`src/rtl/stream_perf_ctrl.sv`:
```
// Measurement-window controller for an AXI-Stream passthrough: gates the stream and
// counts beats/cycles over a bounded window. Optional stall counter: STREAM_PERF_STALL_CNT_EN.
module stream_perf_ctrl #(
  parameter int DATA_W = 128,
  parameter int CNT_W  = 32
) (
  input  logic              clk,
  input  logic              reset_n,
  input  logic              start,
  input  logic              abort,
  input  logic [CNT_W-1:0]  beat_limit,
  input  logic [CNT_W-1:0]  timeout_limit,
  input  logic              s_axis_tvalid,
  output logic              s_axis_tready,
  input  logic [DATA_W-1:0] s_axis_tdata,
  output logic              m_axis_tvalid,
  input  logic              m_axis_tready,
  output logic [DATA_W-1:0] m_axis_tdata,
  output logic              busy,
  output logic              done,
  output logic              timed_out,
  output logic [CNT_W-1:0]  cycle_cnt,
  output logic [CNT_W-1:0]  data_cnt,
  output logic [CNT_W-1:0]  stall_cnt
);

  typedef enum logic [1:0] {
    IDLE  = 2'd0,
    ARMED = 2'd1,
    RUN   = 2'd2,
    DONE  = 2'd3
  } state_t;

  localparam logic [CNT_W-1:0] ZERO = {CNT_W{1'b0}};
  localparam logic [CNT_W-1:0] ONE  = {{(CNT_W-1){1'b0}}, 1'b1};

  // Counters stick at all-ones instead of wrapping.
  function automatic logic [CNT_W-1:0] sat_inc(input logic [CNT_W-1:0] v);
    if (&v) begin
      sat_inc = v;
    end else begin
      sat_inc = v + ONE;
    end
  endfunction

  state_t           state_r, state_s;
  logic [CNT_W-1:0] cycle_r, cycle_s;
  logic [CNT_W-1:0] data_r, data_s;
  logic [CNT_W-1:0] bl_r, bl_s;
  logic [CNT_W-1:0] tl_r, tl_s;
  logic             timed_out_r, timed_out_s;
  logic             busy_r, done_r;
  logic             beat_s, start_acc_s;
  logic [CNT_W-1:0] cycle_inc_s, data_inc_s;

  // The gate is open exactly while busy; data path is pure passthrough.
  assign m_axis_tvalid = busy_r & s_axis_tvalid;
  assign s_axis_tready = busy_r & m_axis_tready;
  assign m_axis_tdata  = s_axis_tdata;

  assign beat_s      = busy_r & s_axis_tvalid & m_axis_tready;
  assign start_acc_s = start & ~abort & ~busy_r;
  assign cycle_inc_s = sat_inc(cycle_r);
  assign data_inc_s  = sat_inc(data_r);

  // Next-state and next-counter logic; abort dominates, then beat/timeout, then start.
  always_comb begin
    state_s     = state_r;
    cycle_s     = cycle_r;
    data_s      = data_r;
    bl_s        = bl_r;
    tl_s        = tl_r;
    timed_out_s = timed_out_r;
    if (abort) begin
      state_s = IDLE;
    end else begin
      case (state_r)
        IDLE, DONE: begin
          if (start_acc_s) begin
            state_s     = ARMED;
            cycle_s     = ZERO;
            data_s      = ZERO;
            timed_out_s = 1'b0;
            bl_s        = (beat_limit == ZERO) ? ONE : beat_limit;
            tl_s        = timeout_limit;
          end else begin
            state_s = state_r;
          end
        end
        ARMED: begin
          if (beat_s) begin
            data_s  = ONE;
            cycle_s = ONE;
            state_s = (bl_r == ONE) ? DONE : RUN;
          end else begin
            state_s = ARMED;
          end
        end
        RUN: begin
          cycle_s = cycle_inc_s;
          if (beat_s) begin
            data_s = data_inc_s;
          end else begin
            data_s = data_r;
          end
          // A final beat outranks a coincident timeout.
          if (beat_s && (data_inc_s == bl_r)) begin
            state_s = DONE;
          end else if ((tl_r != ZERO) && (cycle_inc_s == tl_r)) begin
            state_s     = DONE;
            timed_out_s = 1'b1;
          end else begin
            state_s = RUN;
          end
        end
        default: begin
          state_s = IDLE;
        end
      endcase
    end
  end

  // State, counters, latched limits and status flags.
  always_ff @(posedge clk or negedge reset_n) begin
    if (!reset_n) begin
      state_r     <= IDLE;
      cycle_r     <= ZERO;
      data_r      <= ZERO;
      bl_r        <= ZERO;
      tl_r        <= ZERO;
      timed_out_r <= 1'b0;
      busy_r      <= 1'b0;
      done_r      <= 1'b0;
    end else begin
      state_r     <= state_s;
      cycle_r     <= cycle_s;
      data_r      <= data_s;
      bl_r        <= bl_s;
      tl_r        <= tl_s;
      timed_out_r <= timed_out_s;
      busy_r      <= (state_s == ARMED) || (state_s == RUN);
      done_r      <= (state_s == DONE);
    end
  end

`ifdef STREAM_PERF_STALL_CNT_EN
  logic [CNT_W-1:0] stall_r;
  logic             stall_inc_s;

  assign stall_inc_s = (state_r == RUN) & ~abort & s_axis_tvalid & ~m_axis_tready;

  // Backpressure counter, only while the window is running.
  always_ff @(posedge clk or negedge reset_n) begin
    if (!reset_n) begin
      stall_r <= ZERO;
    end else if (start_acc_s) begin
      stall_r <= ZERO;
    end else if (stall_inc_s) begin
      stall_r <= sat_inc(stall_r);
    end else begin
      stall_r <= stall_r;
    end
  end

  assign stall_cnt = stall_r;
`else
  assign stall_cnt = ZERO;
`endif

  assign busy      = busy_r;
  assign done      = done_r;
  assign timed_out = timed_out_r;
  assign cycle_cnt = cycle_r;
  assign data_cnt  = data_r;

endmodule
```
`config.mk`:
```
export PLATFORM = sky130hd
export DESIGN_NAME = stream_perf_ctrl
export DESIGN_NICKNAME = d
export VERILOG_FILES = /design/src/rtl/stream_perf_ctrl.sv
export SDC_FILE = /design/constraint.sdc
export NUM_CORES = 1
export LEC_CHECK = 0
export ABC_AREA = 1
export BUFFER_PORTS_ARGS = -buffer_cell sky130_fd_sc_hd__clkbuf_2
export CAP_MARGIN = 20
export CORE_ASPECT_RATIO = 0.75
export CORE_UTILIZATION = 35
export DETAILED_ROUTE_END_ITERATION = 10
export HOLD_SLACK_MARGIN = 0.03
export PLACE_DENSITY = 0.74
export SLEW_MARGIN = 20
export SYNTH_ARGS = -nofsm -noshare
export SYNTH_HDL_FRONTEND = slang
export SYNTH_SLANG_ARGS = --single-unit
```
`constraint.sdc`:
```
create_clock -name clk -period 2.43 [get_ports clk]
set_input_delay 0.243 -clock clk [delete_from_list [all_inputs] [get_ports clk]]
set_output_delay 0.243 -clock clk [all_outputs]
set_load 0.01 [all_outputs]
```
==> impl_results.md <==
* Outcome: finished with violations
* Violated checks: setup timing
* Largest net degree at the start of global routing at 57
* CTS Root Cell: clkbuf_16
* Via count at 11,500
* Crit-path max cell delay at between 0.4 and 0.5 ns
* Layout cells sized above 1 at 39.0%
* Final nets at 2,044
* GPL Wtd Cong at 1.05
* Post-synthesis sequential area ratio at 32.8%
* Min-delay src: timeout_limit[11]
* Share of the synthesized area in the top cell type at 32.8%
* CP required at between 2 and 3 ns
* Clock skew at 0.0145 ns
* CTS tree: built
* Antenna diodes at 0
* PD cells at 572 mW/mm²
* Critical path's most frequent cell: nand2_1
* Cell types occupying the most area after synthesis: dfrtp_1 (33%), nand2_1 (17%), buf_4 (12%), nand3_1 (7.3%), inv_1 (6.5%)
* Commonest non-fill, non-tap cell in the layout: nand2_1
* TritonCTS buffer count at 17
* Worst reg-to-reg setup slack at -0.33 ns
* # DRC at 0
* Clock-pin slew on the worst setup and hold paths at about 0.070 ns
* F_max at between 0.3 and 0.4 GHz
* H-tree levels at 4
* Commonest cells after routing, fill and taps aside: nand2_1 (380), buf_4 (287), inv_1 (167)
* Initial antenna violation count at 0
* Worst reg2reg path depth at 19
* Overflow after GRT at 0
* Net switching power at around 2.9 mW
* Clock Sinks at ~130
* Slew Limit Fails at 0
* CP arrival at 3.07 ns
* DR vias/cell at 5.14
* CTS max path bufs at 2
* LEAKAGE at around 7 nW
* Total global-route track usage at 27.9%
* FP Rows at 53
* Core Area at approximately 0.028 mm²
* Peak VDD IR at between 500 and 600 µV
* Antenna Nets Post-Route at 0
* Post-Syn Instances at 1,526
* Hold Crit Depth at 2
* Critical path peak fanout at 11
* Yosys reg bits at 133
* Iter 0 DRT Violations at between 1,000 and 1,500
* Period utilization at 113%
* Worst Max-Slew Pin Slew at 0.736 ns
* Kind of end point of the critical path: flip-flop
* Synth area leader: dfrtp_1
* Final Critical Period at approximately 2.8 ns
* # setup viols final at 4
* Setup WS post-layout at -0.326 ns
* Syn avg cell area at 6.65 µm²
* Switching share of power at between 30% and 40%
* Cell Chain, Critical Path: nand2_2, nor2_4, nand2_2, nor2_4, nand2_4, buf_12, buf_12, nand2_4, nand2_1, nand2_1, nand3_2, nor2_2, nand2_1, nor2_2, nand2_1, nand2_1, nand2_1, a21oi_2, ha_1
* Clock power frac at around a third
* Post-place setup slack at -0.461 ns
* Die Wd at 199 µm
* Final wirelength at 41,700 µm
* Starting Density at 35.9%
* First-pass GRT wire length at 61,700 µm
* Netlist cell types at 38
* Endpoints failing hold at 0
* Critical path class: reg -> reg
* Worst setup SP type: flip-flop
* Vias in the first global route at 10,800
* RSZ-0062 raised after global routing: yes
* Maximum Capacitance Violations at 0
* Die area at 0.0297 mm²
* Post-DR wirelength/cell at 18.6 µm
* Sequential power share at 39.5%
* Die height at 149 µm
* Worst R2R Start: cycle_cnt[10]
* DRT Pass-1 Iters at 5
* Final HPWL DP at 31,800 µm
* Yosys warns at 0
* Power Internal at just over 5 mW
* IO Port Bufs at 138
* Area grow syn2layout at 39.3%
* Worst-Skew Late Latency at 0.44 ns
* R2R Path End: busy
* Slowest stage cell, crit path: dfrtp_1
* Max-slew headroom at 50.5%
* Hold Path Class: in -> reg
* IO Count at roughly 430
* Fillers at 2,834
* Synthesized cell area at around 0.01 mm²
* Tot Pwr at 8.09 mW
* Hold endpoint: tl_r[11]
* Comb power frac at 27.2%
-- power by group through the flow --
stage	registers (mW)	logic, mW	clock network (mW)
floorplan	2.98	1.52	0
global placement	3.17	1.95	0
detailed placement	3.18	1.99	0
CTS	3.16	2.06	2.73
global route	3.25	2.44	2.83
finish	3.20	2.20	2.69
-- per-stage QoR --
stage / hold slack (ns) / util [%] / cell area [µm²] / std cells / TNS (ns)
floorplan: -0.0526 / - / 10300 / 1557 / -0.0345
global placement: 0.249 / 43.5 / 12300 / 2158 / -1.14
detailed placement: 0.261 / 43.5 / 12300 / 2158 / -1.16
CTS: 0.0318 / 48.5 / 13700 / 2228 / -0.278
global route: 0.0336 / 50.1 / 14100 / 2238 / -1.02
finish: 0.0391 / 50.1 / 14100 / 2238 / -0.577
-- cell usage after synthesis --
master    number
nor3b_1        1
o21ai_1        1
or2_2          1
a31oi_1        1
buf_4        160
nand3_1      149
nand2_4        2
nor2_2         5
nand3b_1      12
buf_1          4
inv_1        177
buf_6          5
inv_2          3
a32o_1         3
ha_1           5
buf_2          6
xnor2_1        3
dfrtp_1      133
clkinv_1       1
a21oi_2        2
nor3_1         1
mux2_2        23
conb_1         1
nor2_1       174
nor2_8         1
o22ai_1       18
nor4_1        22
xor2_1        19
clkbuf_1      20
o21ai_2        1
o21ai_0       71
nand4_1       13
nor2_4         2
nand3_2        1
a21oi_1       32
nand2_1      447
nand2_2        5
o41ai_1        1
-- final cells by class --
| type | instances | area, µm² | area share (%) |
|---|---|---|---|
| well taps | 385 | 482 | 3.41 |
| clock buffers | 22 | 464 | 3.28 |
| clock inverters | 9 | 129 | 0.911 |
| multi-input cells | 1048 | 5680 | 40.2 |
| inverters | 181 | 682 | 4.82 |
| repair buffers | 460 | 3360 | 23.8 |
| flip-flops and latches | 133 | 3340 | 23.6 |
-- metal layers --
metal | routed length (µm) | vias to the layer above | part of all wire (%) | GRT usage, %
li1 | - | 5301 | - | -
met1 | 18300 | 5454 | 44 | 39.9
met2 | 17300 | 630 | 42 | 39.1
met3 | 4960 | 119 | 12 | 9.35
met4 | 1110 | 0 | 2.7 | 9.00
met5 | 0 | - | 0 | 0
-- critical path, delay by kind of cell, from the launching register on --
family	cells	cell delay, ns
compound gates	1	0.15
buf+inv	2	0.31
fa+ha+maj	1	0.24
simple gates	15	1.48
flops	1	0.45
-- cells by family after synthesis --
group | synth area share (%)
mux | 2.55
flops | 32.8
other cells | 0.0369
fa+ha+maj | 0.616
compound gates | 6.94
buf+inv | 20.3
simple gates | 34.9
xor+xnor | 1.90
-- what timing repair did --
item | in CTS | in global routing
gates resized for setup | 127 | 126
buffers inserted | 41 | 13
hold endpoints to repair | 54 | 0
gates cloned | 3 | 0
endpoints found under the setup margin | 4 | 18
pin swaps | 72 | 67
hold buffers | 2 | 0
-- state kept, by name, summed over array words and instances, names as in the netlist --
register	cells
done	1
busy	1
data_cnt	32
timed_out	1
cycle_cnt	32
state_r	2
bl_r	32
tl_r	32
-- how the worst max path moves through the flow --
| stage | from | endpoint | slack (ns) | cells past startpoint |
|---|---|---|---|---|
| finish | cycle_cnt[10] | busy | -0.33 | 19 |
| global route | data_cnt[20] | busy | -0.44 | 20 |
| CTS | data_cnt[0] | busy | -0.19 | 19 |
| detailed placement | data_cnt[1] | busy | -0.46 | 19 |
| global placement | data_cnt[1] | busy | -0.44 | 19 |
| floorplan | data_cnt[0] | busy | -0.03 | 19 |
Note: power is estimated with default switching activity, not from simulation.
